**src/rtl/afe_chan_sequencer.sv**
```systemverilog
// afe_chan_sequencer
//   Scan controller for a multi-channel analog front end. Channels are visited
//   round-robin. For each channel the sequencer:
//     - enables that channel's OTA and points the shared output mux at it;
//     - waits a programmable settle time;
//     - samples the synchronised comparator NSAMP times;
//     - offers the majority decision downstream.
//
// Optional feature (macro): AFE_CHAN_MASK_EN
//   When defined, the chan_mask port exists and only channels with
//   chan_mask[i]=1 are eligible for scanning. When undefined, every channel
//   is scanned.
//
// Ports
//   clk            system clock, rising edge
//   rst            synchronous reset, active-high
//   scan_en        level request for continuous round-robin scanning
//   settle_cycles  settle wait per channel (0 is treated as 1), captured on
//                  entry to SETTLE
//   cmp_in         asynchronous comparator output (synchronised internally)
//   chan_mask      channel enable mask (AFE_CHAN_MASK_EN only)
//   amp_en         one-hot OTA enable of the active channel, zero when idle
//   mux_sel        analog mux select (active channel index)
//   busy           high whenever the sequencer is not idle
//   res_valid      result valid
//   res_ready      downstream ready
//   res_chan       channel that produced the result
//   res_bit        majority decision
//   res_count      number of samples that read 1
//   state_dbg      current FSM state, for observation only
//
// Result handshake: a transfer happens on every rising clk edge where
// res_valid && res_ready. Once res_valid is high, it stays high and
// res_chan/res_bit/res_count stay constant until that transfer. res_ready is
// allowed to be high already in the first cycle of res_valid.

module afe_chan_sequencer #(
    parameter int NCH      = 4,
    parameter int CH_W     = $clog2(NCH),
    parameter int SETTLE_W = 8,
    parameter int NSAMP    = 5,
    parameter int CNT_W    = $clog2(NSAMP + 1)
) (
    input  logic                clk,
    input  logic                rst,
    input  logic                scan_en,
    input  logic [SETTLE_W-1:0] settle_cycles,
    input  logic                cmp_in,
`ifdef AFE_CHAN_MASK_EN
    input  logic [NCH-1:0]      chan_mask,
`endif
    output logic [NCH-1:0]      amp_en,
    output logic [CH_W-1:0]     mux_sel,
    output logic                busy,
    output logic                res_valid,
    input  logic                res_ready,
    output logic [CH_W-1:0]     res_chan,
    output logic                res_bit,
    output logic [CNT_W-1:0]    res_count,
    output logic [2:0]          state_dbg
);

    localparam int SUM_W = CH_W + 1;

    typedef enum logic [2:0] {
        ST_IDLE   = 3'd0,
        ST_SETTLE = 3'd1,
        ST_SAMPLE = 3'd2,
        ST_HOLD   = 3'd3,
        ST_NEXT   = 3'd4
    } state_t;

    state_t              state;
    state_t              state_nx;

    logic [CH_W-1:0]     ch;
    logic [CH_W-1:0]     ch_ptr;
    logic [CH_W-1:0]     ch_inc;
    logic [SETTLE_W-1:0] settle_cnt;
    logic [SETTLE_W-1:0] settle_load;
    logic [CNT_W-1:0]    samp_cnt;
    logic [CNT_W-1:0]    tally;
    logic                sync_q1;
    logic                cmp_s;

    logic [NCH-1:0]      elig;
    logic [CH_W-1:0]     search_base;
    logic [SUM_W-1:0]    cand_sum;
    logic [CH_W-1:0]     cand;
    logic                found;
    logic [CH_W-1:0]     found_ch;

`ifdef AFE_CHAN_MASK_EN
    assign elig = chan_mask;
`else
    assign elig = '1;
`endif

    // NCH need not be a power of two, so the wrap is explicit.
    always_comb begin
        ch_inc = (ch == CH_W'(NCH - 1)) ? '0 : ch + CH_W'(1);
    end

    // A zero settle request still gives the analog side one cycle.
    always_comb begin
        settle_load = (settle_cycles == '0) ? SETTLE_W'(1) : settle_cycles;
    end

    // Round-robin search: the first eligible channel at or above the start
    // point, wrapping. From IDLE the start is ch_ptr; in NEXT, ch_ptr is only
    // being updated this cycle, so the search starts from ch+1 directly.
    always_comb begin
        search_base = (state == ST_NEXT) ? ch_inc : ch_ptr;
        found       = 1'b0;
        found_ch    = '0;
        cand_sum    = '0;
        cand        = '0;
        for (int i = 0; i < NCH; i++) begin
            cand_sum = {1'b0, search_base} + SUM_W'(i);
            if (cand_sum >= SUM_W'(NCH)) begin
                cand_sum = cand_sum - SUM_W'(NCH);
            end
            cand = cand_sum[CH_W-1:0];
            if (!found && elig[cand]) begin
                found    = 1'b1;
                found_ch = cand;
            end
        end
    end

    // State register
    always_ff @(posedge clk) begin
        if (rst) begin
            state <= ST_IDLE;
        end else begin
            state <= state_nx;
        end
    end

    // Next-state and outputs
    always_comb begin
        state_nx  = state;
        amp_en    = '0;
        busy      = 1'b1;
        res_valid = 1'b0;
        case (state)
            ST_IDLE: begin
                busy = 1'b0;
                if (scan_en && found) begin
                    state_nx = ST_SETTLE;
                end
            end
            ST_SETTLE: begin
                amp_en = NCH'(1) << ch;
                if (settle_cnt == '0) begin
                    state_nx = ST_SAMPLE;
                end
            end
            ST_SAMPLE: begin
                amp_en = NCH'(1) << ch;
                if (samp_cnt == CNT_W'(NSAMP - 1)) begin
                    state_nx = ST_HOLD;
                end
            end
            ST_HOLD: begin
                amp_en    = NCH'(1) << ch;
                res_valid = 1'b1;
                if (res_ready) begin
                    state_nx = ST_NEXT;
                end
            end
            ST_NEXT: begin
                // amp_en stays low for this cycle so that two OTAs are never
                // driving the shared mux together.
                if (scan_en && found) begin
                    state_nx = ST_SETTLE;
                end else begin
                    state_nx = ST_IDLE;
                end
            end
            default: begin
                state_nx = ST_IDLE;
            end
        endcase
    end

    // Datapath: synchronizer, channel pointer, settle/sample counters, tally
    always_ff @(posedge clk) begin
        if (rst) begin
            sync_q1    <= 1'b0;
            cmp_s      <= 1'b0;
            ch         <= '0;
            ch_ptr     <= '0;
            settle_cnt <= '0;
            samp_cnt   <= '0;
            tally      <= '0;
        end else begin
            sync_q1 <= cmp_in;
            cmp_s   <= sync_q1;

            if (state == ST_NEXT) begin
                ch_ptr <= ch_inc;
            end

            // Channel and settle length are captured only on entry to SETTLE,
            // so changes to settle_cycles mid-channel wait for the next one.
            if ((state == ST_IDLE || state == ST_NEXT) && state_nx == ST_SETTLE) begin
                ch         <= found_ch;
                settle_cnt <= settle_load - SETTLE_W'(1);
            end

            if (state == ST_SETTLE) begin
                if (settle_cnt != '0) begin
                    settle_cnt <= settle_cnt - SETTLE_W'(1);
                end else begin
                    samp_cnt <= '0;
                    tally    <= '0;
                end
            end

            if (state == ST_SAMPLE) begin
                samp_cnt <= samp_cnt + CNT_W'(1);
                if (tally != CNT_W'(NSAMP)) begin
                    tally <= tally + CNT_W'(cmp_s);
                end
            end
        end
    end

    assign mux_sel   = ch;
    assign res_chan  = ch;
    assign res_count = tally;
    assign res_bit   = (tally > CNT_W'(NSAMP / 2));
    assign state_dbg = state;

endmodule

```
**config.mk**
```make
export PLATFORM = sky130hd
export DESIGN_NAME = afe_chan_sequencer
export DESIGN_NICKNAME = d
export VERILOG_FILES = /design/src/rtl/afe_chan_sequencer.sv
export SDC_FILE = /design/constraint.sdc
export NUM_CORES = 1
export LEC_CHECK = 0
export CORE_ASPECT_RATIO = 1.1
export CORE_MARGIN = 2
export CORE_UTILIZATION = 30
export DETAILED_ROUTE_END_ITERATION = 7
export MAX_ROUTING_LAYER = met4
export SLEW_MARGIN = 20
export SYNTH_ARGS = -nofsm -noshare
export SYNTH_HDL_FRONTEND = slang
export SYNTH_SLANG_ARGS = --single-unit
```
**constraint.sdc**
```tcl
create_clock -name clk -period 1.8 [get_ports clk]
set_clock_uncertainty 0.1 [all_clocks]
set_input_delay 0.18 -clock clk [delete_from_list [all_inputs] [get_ports clk]]
set_output_delay 0.18 -clock clk [all_outputs]
set_load 0.005 [all_outputs]
```
==> impl_metrics.toml, run 1 <==
[status]
status = "complete, no violations"

[hold_path]
hold_class = "input pin to register"

[routing]
ant_nets = 0
route.vias.total = 1396
routedWlPerCell_um = 11.84
drtIter0Drc = 33
drt_pass1_iterations = 4
drc_errors = 0
viasPerCell = 5.004
routed_wl_um = 3302

[cells_and_area]
final_cell_mix = "buf_4, clkdlybuf4s50_1, dfxtp_1"
drive_gt1_share_pct = 26.91
antenna_cells = 0
mostFrequentLayoutCell = "buf_4"
final_nets = 247
finish.utilization_pct = 45.54
area_growth_pct = 45.70

[die]
fp.dieH_um = 77.02
start_util_pct = 31.25
core_mm2 = 0.004652
ioPinCount = 30
die_x_um = 70.38
row_count = 26
dieArea_mm2 = 0.005420

[yosys]
synthArstFlopShare_pct = 0
synth_cells = 166
yosysWarnings = 0
synth_edf_count = 0
synth_nets = 189
ys_types = 49
ys.flop_type = "dfxtp_1"
synth-seq-cells = 23
synth-seq-area-share_pct = 31.67
syn_area_mm2 = 0.001454
avgSynthCellArea_um2 = 8.758

[global_routing]
grt_pass1_wl_um = 5582
antenna_found_initial = 0
grt-ovfl-total = 0
grt_pass1_vias = 1272
grt_use_total_pct = 12.79
grt_max_degree = 24

[critical_path]
cp_max_fo = 3
required_ns = 1.90
worstPathArrival_ns = 1.84
crit_type = "input pin to register"
endpoint_kind = "register"
start_kind = "input pin"

[clocking]
cts.sinks = 23
cts_inserted_buffers = 3
cts_root_buffer = "clkbuf_8"
cts_tree = "yes"
cts_max_path_buffers = 2
cts_max_level = 1
clkLatencyLatePin_ns = 0.27
clk_pin_slew_ns = 0.09

[sta]
setup_viol = 0
worst_pin_slew_ns = 0.3088
max_freq_mhz = 575.0
rsz0062_at_grt = "yes"
drv_slew = 0
slew_headroom_pct = 79.36
finalHoldViolCount = 0
period_minus_slack_ns = 1.739
finalCritPeriodShare_pct = 96.62
setup_tns_ns = 0

[place]
post-dp-hpwl_um = 2472
gp_congestion = 0.8376
io_buffers = 29

[power]
p_leak_nw = 0.9103
p_per_area_mw_per_mm2 = 811.4
irDropWorstVdd_v = 0.0003334

[flow_run]
drv_cap = 0
[repair_timing]
action | in CTS | in global routing
hold buffers | 0 | 0
pin swaps | 0 | 2
buffers inserted | 1 | 3
resized for setup | 9 | 14
setup endpoints to repair | 6 | 11
[flip-flops by register name, summed over array words and instances (netlist names)]
name / count
samp_cnt: 3
sync_q1: 1
mux_sel: 2
cmp_s: 1
res_count: 3
ch_ptr: 2
state_dbg: 3
settle_cnt: 8
[where the power goes]
group          switching [mW]  internal, mW  total, mW
logic                   0.332         0.416      0.748
clock network           0.173         0.157      0.329
registers              0.0712         0.571      0.642
[layout make-up]
type                       instances  area (µm²)
clock buffer                       3       41.29
inverter                          11       41.29
timing repair buffer              61       543.0
multi-input combinational        124       940.9
clock inverter                     1       7.507
fill                             454        2534
sequential                        23       474.2
tap                               56       70.07
[routing by layer]
layer	share of wire (%)	up-vias	track usage, %
met1	47	651	16.18
li1	-	717	-
met3	3.3	4	2.102
met5	0	-	-
met2	48	24	20.47
met4	1.4	0	4.615
[cell families after synthesis]
kind of cell	count (synthesis)	share of synthesized area, %
adders and majority gates	10	8.606
AOI/OAI and AO/OA	39	18.85
DFF	23	31.67
buffers and inverters	19	6.626
and+or+nand+nor	67	29.00
muxes	4	2.840
xor gates and xnor gates	4	2.410
[synth_stat cells (2+ instances only)]
cell / count / share of area, %
or3_1: 2 / 0.86
xor2_1: 3 / 1.8
nor2b_1: 3 / 1.3
nand2_1: 11 / 2.8
ha_1: 10 / 8.6
buf_2: 2 / 0.69
a211oi_1: 7 / 3.6
nor3_1: 6 / 2.1
mux2i_1: 3 / 2.1
nor4_1: 5 / 2.2
inv_1: 11 / 2.8
nor3b_2: 2 / 1.7
a311oi_1: 2 / 1.2
nor3b_1: 3 / 1.5
o21ai_0: 4 / 1.4
or4_1: 2 / 1.0
nand2b_1: 2 / 0.86
a21oi_1: 8 / 2.8
dfxtp_1: 23 / 32
clkbuf_1: 2 / 0.52
o211ai_1: 2 / 1.0
nand3_1: 2 / 0.69
and2_1: 4 / 1.7
nor2_1: 15 / 3.9
buf_4: 2 / 1.0
a31oi_1: 6 / 2.6
buf_6: 2 / 1.5
[worst max-delay path, cell delays in order]
cell and delay [ns]:
clkdlybuf4s50_1 0.46, nor4_4 0.30, a31oi_2 0.14, ha_2 0.21
nor3b_2 0.16, xor2_1 0.15, nand2_1 0.08, a31oi_1 0.15
[metrics by stage]
stage	std cells	hold slack [ns]	setup slack (ns)	total power, mW	area [µm²]
after floorplan	166	0.1516	0.1109	1.059	1454
after global placement	271	0.3170	-0.2199	1.375	1969
after detailed placement	271	0.3425	-0.2647	1.376	1969
after CTS	276	0.3531	0.01066	1.717	2042
after global routing	279	0.3674	-0.04807	1.848	2118
final	279	0.3549	0.06087	1.719	2118
[final timing paths]
kind                   end  slack, ns             start  cells after the start
max          settle_cnt[4]       0.06  settle_cycles[3]                      8
min                sync_q1       0.35            cmp_in                      2
max reg2reg  settle_cnt[5]       0.11      state_dbg[2]                      5
min reg2reg          cmp_s       0.35           sync_q1                      1
(Power assumes the default switching activity.)
==> run 2, diff against run 1 <==
Settings changed: GPL_TIMING_DRIVEN set to 0.
==> run 2 against run 1 <==
Effect of this change:
- core utilization is 1.1 points lower
- power is 1.8% higher
- largest power group unchanged
- final cell count is 4.7% lower
==> impl_metrics.toml, run 2 (synthesized netlist as in run 1, its figures left out) <==
[sta]
rsz0062_at_grt = "yes"
fin_hold_ws_ns = 0.1600
slew_headroom_pct = 58.99
finalCritPeriodShare_pct = 96.52
max_freq_mhz = 575.6
setup_viol = 0
worst_pin_slew_ns = 0.6125
setup_tns_ns = 0
finalHoldViolCount = 0
drv_slew = 0
period_minus_slack_ns = 1.737

[clocking]
clkLatencyLatePin_ns = 0.27
cts_inserted_buffers = 3
cts_root_buffer = "clkbuf_8"
cts_max_level = 1
cts.sinks = 23
clk_pin_slew_ns = 0.09
cts_hold_buf = 0
cts_max_path_buffers = 2
cts_tree = "yes"

[routing]
routedWlPerCell_um = 12.91
viasPerCell = 5.113
route.vias.total = 1360
drtIter0Drc = 53
drc_errors = 0
routed_wl_um = 3435
ant_nets = 0
drt_pass1_iterations = 4

[critical_path]
timing.critical_path.mode_cell = "buf_6"
required_ns = 1.87
crit_chain = "buf_6 -> or3b_4 -> nor4b_4 -> buf_6 -> nor3_2 -> o21ba_1"
start_kind = "register"
r2r_start = "state_dbg[2]"
rr_worst_depth = 6
cp_max_fo = 8
crit_type = "register to register"
r2r_slack_ns = 0.06
critPathSlowestCell = "or3b_4"
worstPathArrival_ns = 1.81
endpoint_kind = "register"
r2r-end = "samp_cnt[0]"
critPathMaxStageDelay_ns = 0.43

[cells_and_area]
regMostFlops = "settle_cnt"
antenna_cells = 0
mostFrequentLayoutCell = "dfxtp_1"
final_nets = 234
finish.utilization_pct = 44.46
largest_reg_flops = 8
drive_gt1_share_pct = 23.81
final_cell_mix = "dfxtp_1, clkdlybuf4s50_1, nor2_1"
area_growth_pct = 42.25

[die]
core_mm2 = 0.004652
start_util_pct = 31.25
fp.dieH_um = 77.02
row_count = 26
dieArea_mm2 = 0.005420
ioPinCount = 30
die_x_um = 70.38

[power]
p_clk_share_pct = 18.9
p_switching_mw = 0.6114
sequentialPowerShare_pct = 37.4
total_power_mw = 1.750
p_per_area_mw_per_mm2 = 846.3
combPwrFrac_pct = 43.7
intPower_mw = 1.139
irDropWorstVdd_v = 0.0003221
switching_share_pct = 34.93
p_leak_nw = 0.8640

[flow_run]
drv_cap = 0

[place]
post-dp-hpwl_um = 2293
io_buffers = 29
gp_congestion = 0.7892

[hold_path]
hold_path_depth = 3
hold_class = "input pin to register"
min_from = "settle_cycles[6]"
worst_hold_path.endpoint = "settle_cnt[6]"

[global_routing]
grt_pass1_vias = 1244
antenna_found_initial = 0
grt_pass1_wl_um = 5768
grt_max_degree = 14
grt-ovfl-total = 0
grt_use_total_pct = 13.41

[status]
status = "complete, no violations"
==> run 2: repair_timing <==
action / in CTS / in global routing
setup buffers: 7 / 3
setup endpoints to repair: 15 / 17
hold endpoints to repair: 0 / 0
cloned: 1 / 0
resized for setup: 19 / 26
pin swaps: 2 / 6
==> run 2: how the worst max path moves through the flow <==
stage,slack [ns],from,end
floorplan,0.11,settle_cycles[2],settle_cnt[4]
global placement,-0.69,settle_cycles[2],settle_cnt[4]
detailed placement,-0.63,settle_cycles[2],settle_cnt[4]
CTS,0.02,state_dbg[1],settle_cnt[5]
global route,-0.004,state_dbg[0],samp_cnt[0]
finish,0.06,state_dbg[2],samp_cnt[0]
==> run 2: power groups by stage <==
stage          combinational, mW  clock, mW  sequential [mW]
2_1_floorplan              0.422          0            0.637
3_3_place_gp               0.620          0            0.648
6_report                   0.765      0.331            0.655
5_1_grt                    0.843      0.362            0.668
3_5_place_dp               0.622          0            0.649
4_1_cts                    0.668      0.341            0.647
==> run 2: layout make-up <==
class	count	area, µm²
clock inverters	1	5.005
repair buffers	40	376.6
inverters	11	41.29
plain buffers	8	63.81
well taps	56	70.07
flip-flops and latches	23	466.7
clock buffers	3	41.29
multi-input cells	124	1003
fillers	467	2584
==> run 2: per-layer routing <==
layer	vias to the layer above	track usage [%]	part of all wire (%)
met1	646	16.93	46
met5	-	-	0
li1	690	-	-
met3	5	1.445	2.6
met4	0	5.192	1.7
met2	19	21.89	50
==> run 2: per-stage QoR <==
step,area [µm²],worst slack (ns),cells
after floorplan,1454,0.1109,166
after global placement,1814,-0.6896,251
after detailed placement,1814,-0.6281,251
after CTS,1948,0.01758,263
after global routing,2068,-0.004094,266
final,2068,0.06257,266
==> run 2: critical path, delay by kind of cell (launching register included) <==
kind            cells  cell delay, ns
simple gates        3            0.75
flops               1            0.33
compound gates      1            0.17
buf+inv             2            0.29
==> run 3, diff against run 2 <==
Settings changed: SETUP_SLACK_MARGIN set to 0.02.
Clock period 1.8 ns to 1.9 ns, I/O delays scaled along.
==> run 3 against run 2 <==
Effect of this change:
- sequential share of layout area increased by 0.43 points
- wire length decreased by 3.6%
- global-route usage decreased by 0.31 points
- via count decreased by 2.9%
- critical path type is now register to primary output
- power decreased by 8.0%
- critical path depth decreased by 1
- clock power decreased by 4%
- final cell count decreased by 0.75%
- hold slack improved by 0.0062 ns
- non-clock buffer count decreased by 2
==> impl_metrics.toml, run 3 (synthesized netlist as in run 1, its figures left out) <==
[cells_and_area]
antenna_cells = 0
regMostFlops = "settle_cnt"
register_area_um2 = 465.4
fin_area_mm2 = 0.002024
final_nets = 232
largest_reg_flops = 8
mostFrequentLayoutCell = "clkdlybuf4s50_1"
nFillCells = 465
drive_gt1_share_pct = 21.63
multi_input_area_um2 = 974.7
area_growth_pct = 39.24
final_cell_mix = "clkdlybuf4s50_1, dfxtp_1, nor2_1"

[die]
ioPinCount = 30
die_x_um = 70.38
start_util_pct = 31.25
dieArea_mm2 = 0.005420
fp.dieH_um = 77.02
core_mm2 = 0.004652
row_count = 26

[sta]
slew_headroom_pct = 55.51
fin_ws_ns = 0.1082
worst_pin_slew_ns = 0.6623
rsz0062_at_grt = "no"
fin_hold_ws_ns = 0.1662
drv_slew = 0
period_minus_slack_ns = 1.792
setup_viol = 0
setup_tns_ns = 0
finalCritPeriodShare_pct = 94.30
max_freq_mhz = 558.1
finalHoldViolCount = 0

[critical_path]
crit_type = "register to primary output"
r2r-end = "samp_cnt[0]"
r2r_slack_ns = 0.13
required_ns = 1.61
rr_worst_depth = 6
worstSetupStartpoint = "state_dbg[0]"
worstPathArrival_ns = 1.50
r2r_start = "state_dbg[1]"
timing.critical_path.to = "amp_en[0]"
cp_max_fo = 8
endpoint_kind = "primary output"
start_kind = "register"

[clocking]
cts_max_path_buffers = 2
cts_max_level = 1
cts_inserted_buffers = 3
cts_root_buffer = "clkbuf_8"
cts.sinks = 23
clk_pin_slew_ns = 0.09
cts_hold_buf = 0
cts_tree = "yes"
clkLatencyLatePin_ns = 0.27

[routing]
route.vias.total = 1320
drt_pass1_iterations = 4
routedWlPerCell_um = 12.54
ant_nets = 0
routed_wl_um = 3311
drtIter0Drc = 79
drc_errors = 0
viasPerCell = 5.000

[place]
io_buffers = 29
place_ws_ns = -0.5381
post-dp-hpwl_um = 2293
gp_congestion = 0.7892
placed_area_mm2 = 0.001814

[global_routing]
antenna_found_initial = 0
grt_pass1_wl_um = 5637
grt_use_total_pct = 13.11
grt-ovfl-total = 0
grt_pass1_vias = 1210
grt_max_degree = 14

[hold_path]
hold_class = "input pin to register"

[power]
p_per_area_mw_per_mm2 = 795.4
p_leak_nw = 0.8547
irDropWorstVdd_v = 0.0002713

[status]
status = "complete, no violations"

[flow_run]
drv_cap = 0
run 3: layout make-up:
cell class	count	area share, %
timing repair buffer	38	18.23
multi-input combinational	124	48.15
clock inverter	1	0.2472
tap	56	3.461
sequential	23	22.99
buffer	8	2.843
inverter	11	2.040
clock buffer	3	2.040
run 3: worst min path at each step:
stage / start / to / slack, ns / depth (start not counted)
CTS: sync_q1 / cmp_s / 0.35 / 1
floorplan: rst / cmp_s / 0.16 / 1
global placement: sync_q1 / cmp_s / 0.32 / 1
finish: settle_cycles[6] / settle_cnt[6] / 0.17 / 3
global route: settle_cycles[6] / settle_cnt[6] / 0.21 / 3
detailed placement: sync_q1 / cmp_s / 0.33 / 1
run 3: stage by stage:
step | std cells | power, mW | util, %
5_1_grt | 264 | 1.718 | 43.52
3_5_place_dp | 251 | 1.204 | 39.00
4_1_cts | 259 | 1.562 | 41.23
3_3_place_gp | 251 | 1.202 | 39.00
2_1_floorplan | 166 | 1.003 | -
6_report | 264 | 1.610 | 43.52
run 3: critical path: stages (launching register included):
cell and delay, ns:
dfxtp_2 0.35, buf_6 0.13, nor2_4 0.05, nor2_4 0.09, and2_1 0.13, clkdlybuf4s50_1 0.49
run 3: per-layer routing:
| layer | share of wire [%] | global-route usage (%) | vias up | routed length, µm |
|---|---|---|---|---|
| met3 | 2.8 | 1.445 | 4 | 94 |
| met2 | 49 | 21.04 | 20 | 1627 |
| met1 | 46 | 16.77 | 609 | 1534 |
| li1 | - | - | 687 | - |
| met5 | 0 | - | - | 0 |
| met4 | 1.7 | 5.192 | 0 | 55 |
run 3: power breakdown:
| part | total (mW) | switching (mW) | internal, mW |
|---|---|---|---|
| Combinational | 0.678 | 0.319 | 0.359 |
| Sequential | 0.615 | 0.0731 | 0.541 |
| Clock | 0.318 | 0.171 | 0.147 |
run 3: repair_timing:
action | in CTS | in global routing
pin swaps | 3 | 4
setup endpoints to repair | 10 | 16
setup buffers | 3 | 5
resized for setup | 8 | 20
gates cloned | 1 | 0
